--- src/rtl/pipe_pkg.sv ---
// Shared pipeline payload types and widths for the inter-stage registers.
// Latency: n/a (types only).
// Backpressure: n/a (types only).
//
// if_id_t is the IF/ID payload; id_ex_t and ex_mem_t carry later boundaries.
package pipe_pkg;

  typedef struct packed {
    logic [1:0]  format;
    logic [3:0]  opcode;
    logic [2:0]  reg1;
    logic [2:0]  reg2;
    logic [2:0]  reg_d;
    logic [2:0]  imm;
    logic        imm_flag;
    logic [15:0] jmp_loc;
  } if_id_t;

  localparam int     IF_ID_W   = $bits(if_id_t);
  localparam if_id_t IF_ID_NOP = '0;

  typedef struct packed {
    logic [1:0]  format;
    logic [3:0]  opcode;
    logic [2:0]  reg_d;
    logic [15:0] op_a;
    logic [15:0] op_b;
    logic [15:0] jmp_loc;
  } id_ex_t;

  localparam int     ID_EX_W   = $bits(id_ex_t);
  localparam id_ex_t ID_EX_NOP = '0;

  typedef struct packed {
    logic [3:0]  opcode;
    logic [2:0]  reg_d;
    logic [15:0] result;
  } ex_mem_t;

  localparam int      EX_MEM_W   = $bits(ex_mem_t);
  localparam ex_mem_t EX_MEM_NOP = '0;

endpackage

--- src/rtl/sat_counter.sv ---
// Saturating up-counter, usable as a generic perf/event counter.
// Latency: count updates on the edge after inc/clr.
// Backpressure: none; clr wins over inc, count sticks at all-ones.
//
// Ports: clk, rst (async active-high), inc (count event), clr (sync clear),
//        count (current value).
module sat_counter #(
  parameter int W = 16
) (
  input  logic         clk,
  input  logic         rst,
  input  logic         inc,
  input  logic         clr,
  output logic [W-1:0] count
);

  always_ff @(posedge clk or posedge rst) begin
    if (rst) begin
      count <= '0;
    end else if (clr) begin
      count <= '0;
    end else if (inc && (count != {W{1'b1}})) begin
      count <= count + W'(1);
    end
  end

endmodule

--- src/rtl/pipe_stage_skid.sv ---
// Generic pipeline-stage register with valid/ready, optional skid entry, flush, stall counter.
// Latency: 1 cycle from input transfer to out_valid.
// Backpressure: SKID=1 absorbs one extra beat and registers in_ready; SKID=0 passes out_ready to in_ready combinationally.
//
// Ports: clk, rst (async active-high); in_valid/in_ready/in_data upstream;
//        out_valid/out_ready/out_data downstream; flush drops held and incoming
//        beats; stall_cnt counts out_valid & !out_ready cycles; clr_cnt clears it.
module pipe_stage_skid
  import pipe_pkg::*;
#(
  parameter int               WIDTH     = IF_ID_W,
  parameter int               SKID      = 1,
  parameter logic [WIDTH-1:0] NOP_VALUE = '0,
  parameter int               CNT_W     = 16
) (
  input  logic             clk,
  input  logic             rst,
  input  logic             in_valid,
  output logic             in_ready,
  input  logic [WIDTH-1:0] in_data,
  output logic             out_valid,
  input  logic             out_ready,
  output logic [WIDTH-1:0] out_data,
  input  logic             flush,
  output logic [CNT_W-1:0] stall_cnt,
  input  logic             clr_cnt
);

  logic             main_v;
  logic             skid_v;
  logic [WIDTH-1:0] main_d;
  logic [WIDTH-1:0] skid_d;
  logic             in_xfer;
  logic             out_xfer;

  // in_ready is forced low while rst is high so nothing is accepted during reset.
  generate
    if (SKID != 0) begin : g_skid
      // Depends only on a flop: no ready->ready combinational path.
      assign in_ready = !rst && !skid_v;
    end else begin : g_noskid
      assign in_ready = !rst && (!main_v || out_ready);
    end
  endgenerate

  assign in_xfer   = in_valid && in_ready;
  assign out_xfer  = main_v && out_ready;
  assign out_valid = main_v;
  assign out_data  = main_v ? main_d : NOP_VALUE;

  always_ff @(posedge clk or posedge rst) begin
    if (rst) begin
      main_v <= 1'b0;
      skid_v <= 1'b0;
      main_d <= NOP_VALUE;
      skid_d <= NOP_VALUE;
    end else if (flush) begin
      // Drops held beats and any beat accepted this cycle; an output
      // transfer this cycle has already been seen downstream.
      main_v <= 1'b0;
      skid_v <= 1'b0;
    end else if (!main_v || out_xfer) begin
      // Main slot frees up: the oldest waiting beat (skid first) moves in.
      if (skid_v) begin
        main_v <= 1'b1;
        main_d <= skid_d;
        skid_v <= 1'b0;
      end else begin
        main_v <= in_xfer;
        if (in_xfer) begin
          main_d <= in_data;
        end
      end
    end else if ((SKID != 0) && in_xfer) begin
      // Main is stuck; park the incoming beat in the skid entry.
      skid_v <= 1'b1;
      skid_d <= in_data;
    end
  end

  sat_counter #(
    .W(CNT_W)
  ) u_stall_cnt (
    .clk   (clk),
    .rst   (rst),
    .inc   (main_v && !out_ready),
    .clr   (clr_cnt),
    .count (stall_cnt)
  );

  // A skid entry without a main entry would reorder payloads.
  a_no_orphan_skid : assert property (@(posedge clk) disable iff (rst) !(skid_v && !main_v));

endmodule

--- config.mk ---
export PLATFORM = sky130hd
export DESIGN_NAME = pipe_stage_skid
export DESIGN_NICKNAME = d
export VERILOG_FILES = /design/src/rtl/pipe_pkg.sv /design/src/rtl/sat_counter.sv /design/src/rtl/pipe_stage_skid.sv
export SDC_FILE = /design/constraint.sdc
export NUM_CORES = 1
export LEC_CHECK = 0
export ABC_CLOCK_PERIOD_IN_PS = 5800
export CAP_MARGIN = 10
export CORE_UTILIZATION = 45
export DETAILED_ROUTE_END_ITERATION = 7
export DONT_BUFFER_PORTS = 1
export PLACE_DENSITY_LB_ADDON = 0.25
export SKIP_LAST_GASP = 1
export SYNTH_ARGS = -nofsm -noshare
export SYNTH_HDL_FRONTEND = slang
export SYNTH_SLANG_ARGS = --single-unit
--- constraint.sdc ---
create_clock -name clk -period 5.8 [get_ports clk]
set_clock_uncertainty 0.15 [all_clocks]
set_input_delay 0 -clock clk [delete_from_list [all_inputs] [get_ports clk]]
set_output_delay 0 -clock clk [all_outputs]
set_load 0.02 [all_outputs]
==> run metrics, run 1 <==
run status completed; area share of xor/xnor cells in the synthesized design 0.0279; portion of netlist area occupied by mux cells 0.182; post-synthesis share of cell area spent on and, or, nand and nor gates 0.171; number of distinct library cells after synthesis 33; number of detailed-route iterations in the first pass 4; wire length of the first global-routing pass between 10 and 15 mm; all-layer global routing usage 0.179; total standard cell area after synthesis a little over 0.004 mm²; area of the die roughly 0.0095 mm²; antenna fix cells 0; capture point of the worst reg-to-reg path skid_d[28]; met2 Resource Use GR 0.283; CP max FO 38; yosys warns 0; final routed wire length divided by cell count about 15 µm; count of vias placed by the detailed router approximately 2700; clock tree from TritonCTS done; synth cell count leaders dfrtp_1 (88), nand2_1 (40), and2_1 (35), mux2i_1 (35), mux2_2 (33); utilization after layout 0.546; FF+latch count, synth roughly 90; die span in x approximately 97 µm; max_cap viols 0; leading cell type by number of instances after synthesis dfrtp_1; dominant combinational cell family by area after synthesis multiplexers; largest net degree at the start of global routing ~90; count of standard-cell rows 34; Sinks on Clock Net a little under 90; global-route layer with the greatest usage met2; floorplan die height ~97 µm; sequential cell area roughly 0.0022 mm²; setup violation total in the final timing report 0; portion of the clock cycle consumed by the worst path in the final layout 0.556; Post-DRT Antenna Nets 0; Worst Reg2Reg Path Length in Cells 4; Area growth syn-to-layout 17.3%; Setup Buffers After CTS 0; Net count, final between 400 and 500; clock latency reported for the late side of the worst-skew pair 0.36 ns; highest ir drop seen on vdd 133 µV; setup TNS 0 ns; PwrDens ~280 mW/mm²; area of the multi-input gates between 0.0015 and 0.002 mm²; critical path cell sequence nand2b_1 > nor2_2 > nand3_2 > mux2_1; post-detailed-placement half-perimeter wirelength 4.85 mm; remaining design rule violation count 0; global placer's final weighted congestion 0.761; proportion of layout cells with a drive suffix above 1 0.154; largest area contributor in the synthesized netlist dfrtp_1; post-synth top area share 0.539; fraction of the mapped netlist area in adder cells 0.00306; met3 usage 0.0604; top flip-flop cell by instance count after synthesis dfrtp_1; total gr overflow 0; max frequency around 310 MHz; number of nets in the synthesized netlist approximately 400; clock buffers created by TritonCTS 9; Worst setup startpoint out_valid; buffer levels on the longest clock path 2; clk slew on worst S/H paths 0.09 ns; number of global-route vias before repair 2742; total wirelength of the detailed-routed design around 7.9 mm; biggest area contributors in the synthesized netlist dfrtp_1 (54%), mux2_2 (9.1%), mux2i_1 (8.6%), and2_1 (5.4%), o21ai_0 (3.9%); number of hold-slack violations in the final timing report 0; synthesized area per cell around 11 µm²; reg2reg setup slack 2.57 ns; slowest cell on the critical path dfrtp_1; share of flip-flops with an asynchronous set or reset 1.00; top-level port count 94; fraction of the mapped netlist area in compound gates 0.0515; EDFF count, synth 0; critical path data arrival time approximately 3.3 ns; leakage power figure approximately 2.1 nW; biggest cell delay along the critical path ~1.1 ns; portion of the post-synthesis area used by sequential elements 0.539; path class of the lowest-slack min-delay path in2async; average via count per standard cell 5.24; Root Driver clkbuf_8; min Tclk post-route between 3 and 4 ns; total core area around 0.0088 mm²; filler instances 783; deepest level of the CTS H-tree 3; category of the worst setup path capture point flip-flop; Post-Syn Instances between 300 and 400; worst max-slew margin expressed relative to the limit 0.258; kind of critical path reg2reg; unrepaired setup endpoints after global routing false; Req. time, crit path about 5.9 ns; port buffer count 0; worst-margin pin slew 1.11 ns; Startpoint Class flip-flop; antenna violations before repair 0; number of violations reported at the end of detailed-routing iteration 0 66; starting density of the core 0.466; met1 capacity usage during global routing 0.227; final count of pins violating max slew 0; worst reg2reg startpoint out_valid
[per-stage QoR]
stage / hold WS (ns) / area, µm² / setup WS, ns / cells / power [mW]
detailed placement: -0.0837 / 4130 / 2.49 / 451 / 0.886
global route: 0.165 / 4790 / 2.20 / 510 / 1.41
finish: 0.0926 / 4790 / 2.57 / 510 / 1.34
floorplan: -0.0869 / 4080 / 2.61 / 363 / 0.858
global placement: -0.0839 / 4130 / 2.53 / 451 / 0.878
CTS: 0.148 / 4760 / 2.48 / 509 / 1.35
[routing by layer]
layer / routed length [µm] / vias to the layer above / part of all wire
met4: 140 / 0 / 0.018
met3: 489 / 13 / 0.062
met1: 3540 / 1286 / 0.45
met5: 0 / - / 0
li1: - / 1314 / -
met2: 3680 / 61 / 0.47
[flip-flops by register name (all words and copies together), names as in the netlist]
name / flops
skid_v: 1
skid_d: 35
u_stall_cnt.count: 16
main_d: 35
out_valid: 1
[critical path, delay by kind of cell (launching register included)]
| family | cells | cell delay, ns |
|---|---|---|
| mux | 1 | 0.60 |
| flops | 1 | 1.09 |
| simple gates | 3 | 1.27 |
[cell usage in the layout (no fill, tap or decap), types with 2 or more instances in the layout]
master	count
dfrtp_1	87
dlygate4sd3_1	42
nand2_1	40
mux2i_1	35
and2_1	35
mux2_2	33
o21ai_0	32
nor2_1	17
xnor2_1	13
clkbuf_8	10
nor3_1	7
nand4_1	5
nor4_1	5
a21oi_1	5
o21ai_1	5
nand4_4	2
nand3_1	2
or3_1	2
clkinv_2	2
or3_2	2
mux2_1	2
clkinvlp_4	2
[repair_timing]
action                                  in CTS  in global routing
resized for setup                            0                  0
endpoints found under the setup margin       0                  0
hold buffers                                42                  0
hold endpoints to repair                   177                  0
[report_power, final]
group	internal, mW	total [mW]	switching (mW)	leakage, nW
Clock	0.212	0.437	0.225	0.0989
Sequential	0.698	0.743	0.0453	1.15
Combinational	0.0795	0.158	0.0787	0.821
[how the worst max path moves through the flow]
| stage | end | cells after the start |
|---|---|---|
| after global placement | skid_d[28] | 4 |
| after CTS | skid_d[28] | 4 |
| after floorplan | main_d[10] | 7 |
| after detailed placement | skid_d[28] | 4 |
| after global routing | skid_d[28] | 4 |
| final | skid_d[28] | 4 |
[final cells by class]
class                   count  area share
clock inverters             6      0.0141
multi-input cells         252       0.372
repair buffers             44      0.0951
clock buffers              10      0.0288
flip-flops and latches     88       0.460
well taps                 108      0.0282
inverters                   2     0.00183
[kinds of logic after synthesis]
family	Yosys count
AOI/OAI and AO/OA	42
xor gates and xnor gates	13
adders and majority gates	1
buffers and inverters	23
DFF	88
muxes	70
and+or+nand+nor	126
(Power assumes the default switching activity.)
==> run 2, diff against run 1 <==
- ABC_CLOCK_PERIOD_IN_PS: 5800 -> 3000
- clock period: 5.8 -> 3 ns (I/O delays scaled with it)
==> run 2 against run 1 <==
  * Combinational power is 100% higher
  * Global-route usage is 0.17 points higher
  * Cell area shrank 0.21%
  * Cell count rose by 0.59%
  * First-iteration DRC count grew 32%
  * Count of clock-buffer cells in the layout rose by 1
  * Via count increased by 0.71%
  * Clock power is 64% higher
  * Largest power group unchanged
==> run metrics, run 2 (synthesis gave the netlist of run 1 again) <==
run status completed; Post-DRT Antenna Nets 0 (unchanged); worst-margin pin slew 1.11 ns (-0.0000640 ns); cell class contributing the biggest share of worst-path delay simple AND/OR/NAND/NOR gates; Sw Share 0.267 (+0.00605); clock buffers created by TritonCTS 9 (unchanged); die span in x 97.3 µm (unchanged); Startpoint Class flip-flop; area of the die 0.00946 mm² (unchanged); Net count, final 442 (+0.68%); registers with the highest flip-flop counts main_d (35), skid_d (35), u_stall_cnt.count (16); clk slew on worst S/H paths 0.09 ns (about the same); final count of pins violating max slew 0 (unchanged); final routed wire length divided by cell count 15.5 µm (+0.48%); antenna violations before repair 0 (unchanged); worst slack after detailed placement 0.765 ns (-1.72 ns); buffer levels on the longest clock path 2 (unchanged); post-CTS resize count 0 (unchanged); setup violation total in the final timing report 0 (unchanged); reported net switching power 0.656 mW (+88%); number of detailed-route iterations in the first pass 4 (unchanged); largest net degree at the start of global routing 89 (unchanged); worst path bufs/invs 0 (unchanged); total gr overflow 0 (unchanged); count of standard-cell rows 34 (unchanged); total core area 0.00876 mm² (unchanged); max frequency 445 MHz (+44%); max_cap viols 0 (unchanged); all-layer global routing usage 0.180 (+0.00166); deepest level of the CTS H-tree 3 (unchanged); worst max-slew margin expressed relative to the limit 0.258 (about the same); remaining design rule violation count 0 (unchanged); Power Internal 1.80 mW (+82%); sequential cell area 0.00220 mm² (unchanged); slowest cell on the critical path or3_2; wire length of the first global-routing pass 13.6 mm (unchanged); count of vias placed by the detailed router 2693 (+0.71%); most common cell after layout, fill and taps aside dfrtp_1; Area growth syn-to-layout 17.0%; CP max FO 70 (+84%); floorplan die height 97.3 µm (unchanged); combinational share of power 0.129 (+0.011); Levels on crit path 3 (-1); clock network fraction of design power 0.291 (-0.036); number of global-route vias before repair 2665 (-2.8%); post-placement cell count 454 (+0.67%); fin area 0.00478 mm² (-0.21%); port buffer count 0 (unchanged); kind of critical path reg2reg; global placer's final weighted congestion 0.763 (+0.18%); most used cells in the layout excluding fill and tap cells dfrtp_1 (87), dlygate4sd3_1 (42), nand2_1 (40); PwrDens 515 mW/mm² (+84%); proportion of layout cells with a drive suffix above 1 0.156 (+0.00133); average via count per standard cell 5.25 (+0.12%); critical path data arrival time 2.27 ns (-1.04 ns); highest ir drop seen on vdd 240 µV (+81%); total of hold buffers inserted after clock tree synthesis 42 (unchanged); filler instances 792 (+1.1%); setup TNS 0 ns (unchanged); biggest cell delay along the critical path 0.89 ns (-0.20 ns); category of the worst setup path capture point flip-flop; Sinks on Clock Net 88 (unchanged); starting density of the core 0.466 (unchanged); critical path cell sequence a21oi_1 > or3_2 > o21ai_0; clock latency reported for the late side of the worst-skew pair 0.34 ns (-0.02 ns); number of hold-slack violations in the final timing report 0 (unchanged); number of violations reported at the end of detailed-routing iteration 0 87 (+32%); final worst hold slack 0.173 ns (+0.0800 ns); post-detailed-placement cell area 0.00417 mm² (+0.91%); Req. time, crit path 3.02 ns (-2.87 ns); unrepaired setup endpoints after global routing false; final total power 2.46 mW (+84%); Worst Reg2Reg Path Length in Cells 3 (-1); Setup Buffers After CTS 0 (unchanged); area of the multi-input gates 0.00178 mm² (unchanged); proportion of power drawn by flip-flops and latches 0.580 (+0.025); post-detailed-placement half-perimeter wirelength 4.87 mm (+0.39%); total wirelength of the detailed-routed design 7.94 mm (+1.1%); antenna fix cells 0 (unchanged); filler-free cell count of the finished design 513 (+0.59%); path class of the lowest-slack min-delay path in2async; portion of the clock cycle consumed by the worst path in the final layout 0.749 (+0.193); min Tclk post-route 2.25 ns (-0.979 ns); clock tree from TritonCTS done; setup slack of the critical path after layout 0.754 ns (-1.82 ns); utilization after layout 0.545 (-0.00114); leakage power figure 2.06 nW (-0.26%); top-level port count 94 (unchanged); Root Driver clkbuf_8
==> run 2: cell types whose count changed in the layout (fill, tap and decap cells not counted) <==
cell,previous run,this run
buf_12,0,2
clkbuf_8,10,9
clkinvlp_4,2,3
buf_16,1,0
buf_4,1,3
bufinv_16,1,0
inv_6,1,0
clkbuf_1,0,2
==> run 2: worst register-to-register path, stage by stage, from the launching register on <==
cell and delay (ns):
dfrtp_2 0.49, a21oi_1 0.23, or3_2 0.89, o21ai_0 0.31
==> run 2: final timing paths <==
kind                                   from    endpoint  slack, ns
worst min register to register    main_d[7]   main_d[7]       0.32
worst min-delay path                    rst  skid_d[30]       0.17
worst max register to register       skid_v  main_d[15]       0.75
max in group asynchronous               rst   main_d[8]       1.88
min in group clk                in_data[28]  skid_d[28]       0.20
worst max-delay path                 skid_v  main_d[15]       0.75
==> run 2: power by group through the flow <==
stage,Clock (mW),Combinational [mW],Sequential [mW]
final,0.717,0.317,1.43
after CTS,0.747,0.319,1.43
after global routing,0.801,0.359,1.45
after global placement,0,0.254,1.44
after floorplan,0,0.230,1.43
after detailed placement,0,0.264,1.45
==> run 2: routing by layer <==
layer / vias up / GRT usage / wire length, µm
met5: - / 0 / 0
met4: 0 / 0.0441 / 74
met3: 5 / 0.0597 / 412
met2: 57 / 0.279 / 3820
met1: 1309 / 0.246 / 3630
li1: 1322 / - / -
==> run 2: layout make-up <==
class | count | share of cell area
Sequential cell | 88 | 0.461
Multi-Input combinational cell | 252 | 0.372
Timing Repair Buffer | 47 | 0.101
Tap cell | 108 | 0.0283
Clock buffer | 11 | 0.0275
Clock inverter | 5 | 0.00707
Inverter | 2 | 0.00236
==> run 3, diff against run 2 <==
- ABC_AREA: not set -> 1
- ABC_CLOCK_PERIOD_IN_PS: 3000 -> 1950
- clock period: 3 -> 1.95 ns (I/O delays scaled with it)
==> run 3 against run 2 <==
  * Combinational power up 76%
  * Routed wire length up 28%
  * Register-to-register slack worse by 0.59 ns
==> run metrics, run 3 <==
run status completed; synth cell count leaders nand2_1 (271), dfrtp_1 (88), inv_1 (85); Startpoint Class flip-flop; leading cell type by number of instances after synthesis nand2_1; worst max-slew margin expressed relative to the limit 0.591 (+0.334); portion of the clock cycle consumed by the worst path in the final layout 0.916 (+0.167); post-placement cell count 731 (+61%); fin area 0.00526 mm² (+10%); total gr overflow 0 (unchanged); number of nets in the synthesized netlist 651 (+61%); number of distinct library cells after synthesis 23 (-30%); total core area 0.00942 mm² (+7.4%); Worst Reg2Reg Path Length in Cells 9 (+6); setup violation total in the final timing report 0 (unchanged); port buffer count 0 (unchanged); worst-margin pin slew 0.613 ns (-0.501 ns); proportion of layout cells with a drive suffix above 1 0.0803 (-0.0753); buffer levels on the longest clock path 2 (unchanged); FF+latch count, synth 88 (unchanged); clock buffers created by TritonCTS 9 (unchanged); biggest area contributors in the synthesized netlist dfrtp_1 (50%), nand2_1 (23%), inv_1 (7.2%), o21ai_0 (4.4%), o21ai_1 (3.9%); Req. time, crit path 2.08 ns (-0.94 ns); count of vias placed by the detailed router 3827 (+42%); yosys warns 0 (unchanged); min Tclk post-route 1.79 ns (-0.461 ns); remaining design rule violation count 0 (unchanged); highest ir drop seen on vdd 335 µV (+40%); all-layer global routing usage 0.212 (+0.0319); post-detailed-placement cell area 0.00464 mm² (+11%); floorplan die height 101 µm (+4.2%); capture point of the worst reg-to-reg path u_stall_cnt.count[8]; final count of pins violating max slew 0 (unchanged); Area growth syn-to-layout 18.4%; reg2reg setup slack 0.16 ns (-0.59 ns); count of standard-cell rows 35 (+2.9%); kind of critical path reg2reg; starting density of the core 0.472 (+0.00615); Root Driver clkbuf_8; total standard cell area after synthesis 0.00444 mm² (+8.9%); worst reg2reg startpoint u_stall_cnt.count[0]; antenna violations before repair 0 (unchanged); CP max FO 12 (-83%); max_cap viols 0 (unchanged); largest net degree at the start of global routing 89 (unchanged); max frequency 560 MHz (+26%); antenna fix cells 0 (unchanged); global placer's final weighted congestion 0.890 (+17%); portion of the post-synthesis area used by sequential elements 0.495 (-0.0439); critical path data arrival time 1.92 ns (-0.35 ns); top-level port count 94 (unchanged); number of global-route vias before repair 3749 (+41%); critical path cell sequence ha_1 > nand2_1 > nor2_2 > nand2_2 > nor2_4 > nor2_4 > nor2_4 > nand2_1 > nand2_1; EDFF count, synth 0 (unchanged); category of the worst setup path capture point flip-flop; average via count per standard cell 4.85 (-7.6%); number of violations reported at the end of detailed-routing iteration 0 133 (+53%); final total power 3.92 mW (+59%); registers with the highest flip-flop counts main_d (35), skid_d (35), u_stall_cnt.count (16); PwrDens 745 mW/mm² (+45%); total wirelength of the detailed-routed design 10.2 mm (+28%); number of detailed-route iterations in the first pass 4 (unchanged); post-CTS resize count 0 (unchanged); Post-Syn Instances 609 (+68%); clock tree from TritonCTS done; biggest cell delay along the critical path 0.37 ns (-0.52 ns); setup TNS 0 ns (unchanged); post-detailed-placement half-perimeter wirelength 6.24 mm (+28%); wire length of the first global-routing pass 16.9 mm (+25%); largest area contributor in the synthesized netlist dfrtp_1; die span in x 101 µm (+4.2%); leakage power figure 2.87 nW (+39%); final routed wire length divided by cell count 12.9 µm (-17%); most used cells in the layout excluding fill and tap cells nand2_1 (271), dfrtp_1 (86), inv_1 (84); synthesized area per cell 7.30 µm² (-35%); clk slew on worst S/H paths 0.09 ns (about the same); Sinks on Clock Net 88 (unchanged); clock latency reported for the late side of the worst-skew pair 0.35 ns (about the same); post-synth top area share 0.495 (-0.0439); Net count, final 698 (+58%); number of hold-slack violations in the final timing report 0 (unchanged); Post-DRT Antenna Nets 0 (unchanged); top flip-flop cell by instance count after synthesis dfrtp_1; most common cell after layout, fill and taps aside nand2_1; filler-free cell count of the finished design 789 (+54%); area of the die 0.0103 mm² (+8.7%); deepest level of the CTS H-tree 3 (unchanged); path class of the lowest-slack min-delay path in2async; unrepaired setup endpoints after global routing false; slowest cell on the critical path dfrtp_1; share of flip-flops with an asynchronous set or reset 1.00 (unchanged)
## run 3: cell types whose count changed in the layout (fill, tap and decap cells not counted), moves of 15 or more
cell     before  now
mux2_2       33    0
mux2i_1      35    0
nand2_1      40  271
o21ai_1       5   35
and2_1       35    0
inv_1         1   84
buf_4         3   18
## run 3: cells by family after synthesis
logic type | Yosys count | share of synthesized area
simple gates | 320 | 0.293
buf+inv | 115 | 0.107
flops | 88 | 0.495
compound gates | 79 | 0.0901
xor+xnor | 6 | 0.0118
fa+ha+maj | 1 | 0.00281
## run 3: stage by stage
stage	worst slack (ns)	hold WS [ns]	util
6_report	0.165	0.0134	0.559
5_1_grt	0.0128	0.0232	0.559
4_1_cts	0.158	0.0211	0.556
3_5_place_dp	0.186	-0.0861	0.493
3_3_place_gp	0.250	-0.0860	0.493
2_1_floorplan	-0.453	-0.0869	-
## run 3: cell type report
cell class | count | area, µm²
clock buffers | 10 | 138
clock inverters | 5 | 33.8
fillers | 895 | 4150
inverters | 88 | 337
multi-input cells | 406 | 1770
flip-flops and latches | 88 | 2200
well taps | 129 | 161
repair buffers | 63 | 623
## run 3: how the worst max path moves through the flow
stage | startpoint | to | slack [ns] | cells past startpoint
2_1_floorplan | rst | main_d[0] | -0.45 | 7
5_1_grt | u_stall_cnt.count[0] | u_stall_cnt.count[6] | 0.01 | 9
3_5_place_dp | u_stall_cnt.count[0] | u_stall_cnt.count[3] | 0.19 | 9
3_3_place_gp | u_stall_cnt.count[4] | u_stall_cnt.count[12] | 0.25 | 8
6_report | u_stall_cnt.count[0] | u_stall_cnt.count[8] | 0.16 | 9
4_1_cts | u_stall_cnt.count[0] | u_stall_cnt.count[8] | 0.16 | 9
## run 3: repair_timing
action	CTS	global route
setup buffers	0	0
hold buffers	42	0
endpoints found under the hold margin	176	0
## run 3: where the power goes
part	total, mW	leakage (nW)	switching (mW)	internal [mW]
logic	0.559	1.64	0.339	0.220
registers	2.23	1.15	0.139	2.09
clock network	1.13	0.0841	0.645	0.489
total	3.92	2.87	1.12	2.80
## run 3: worst max-delay path, delay by kind of cell (launching register included)
family                   cells  cell delay (ns)
AND/OR/NAND/NOR              8             0.99
flip-flops                   1             0.37
adder cells (fa/ha/maj)      1             0.21
## run 3: metal layers
metal | global-route usage | vias to the layer above | share of wire
met4 | 0.0847 | 0 | 0.015
met2 | 0.367 | 85 | 0.48
met1 | 0.263 | 1789 | 0.46
met5 | 0 | - | 0
met3 | 0.0380 | 13 | 0.045
li1 | - | 1940 | -
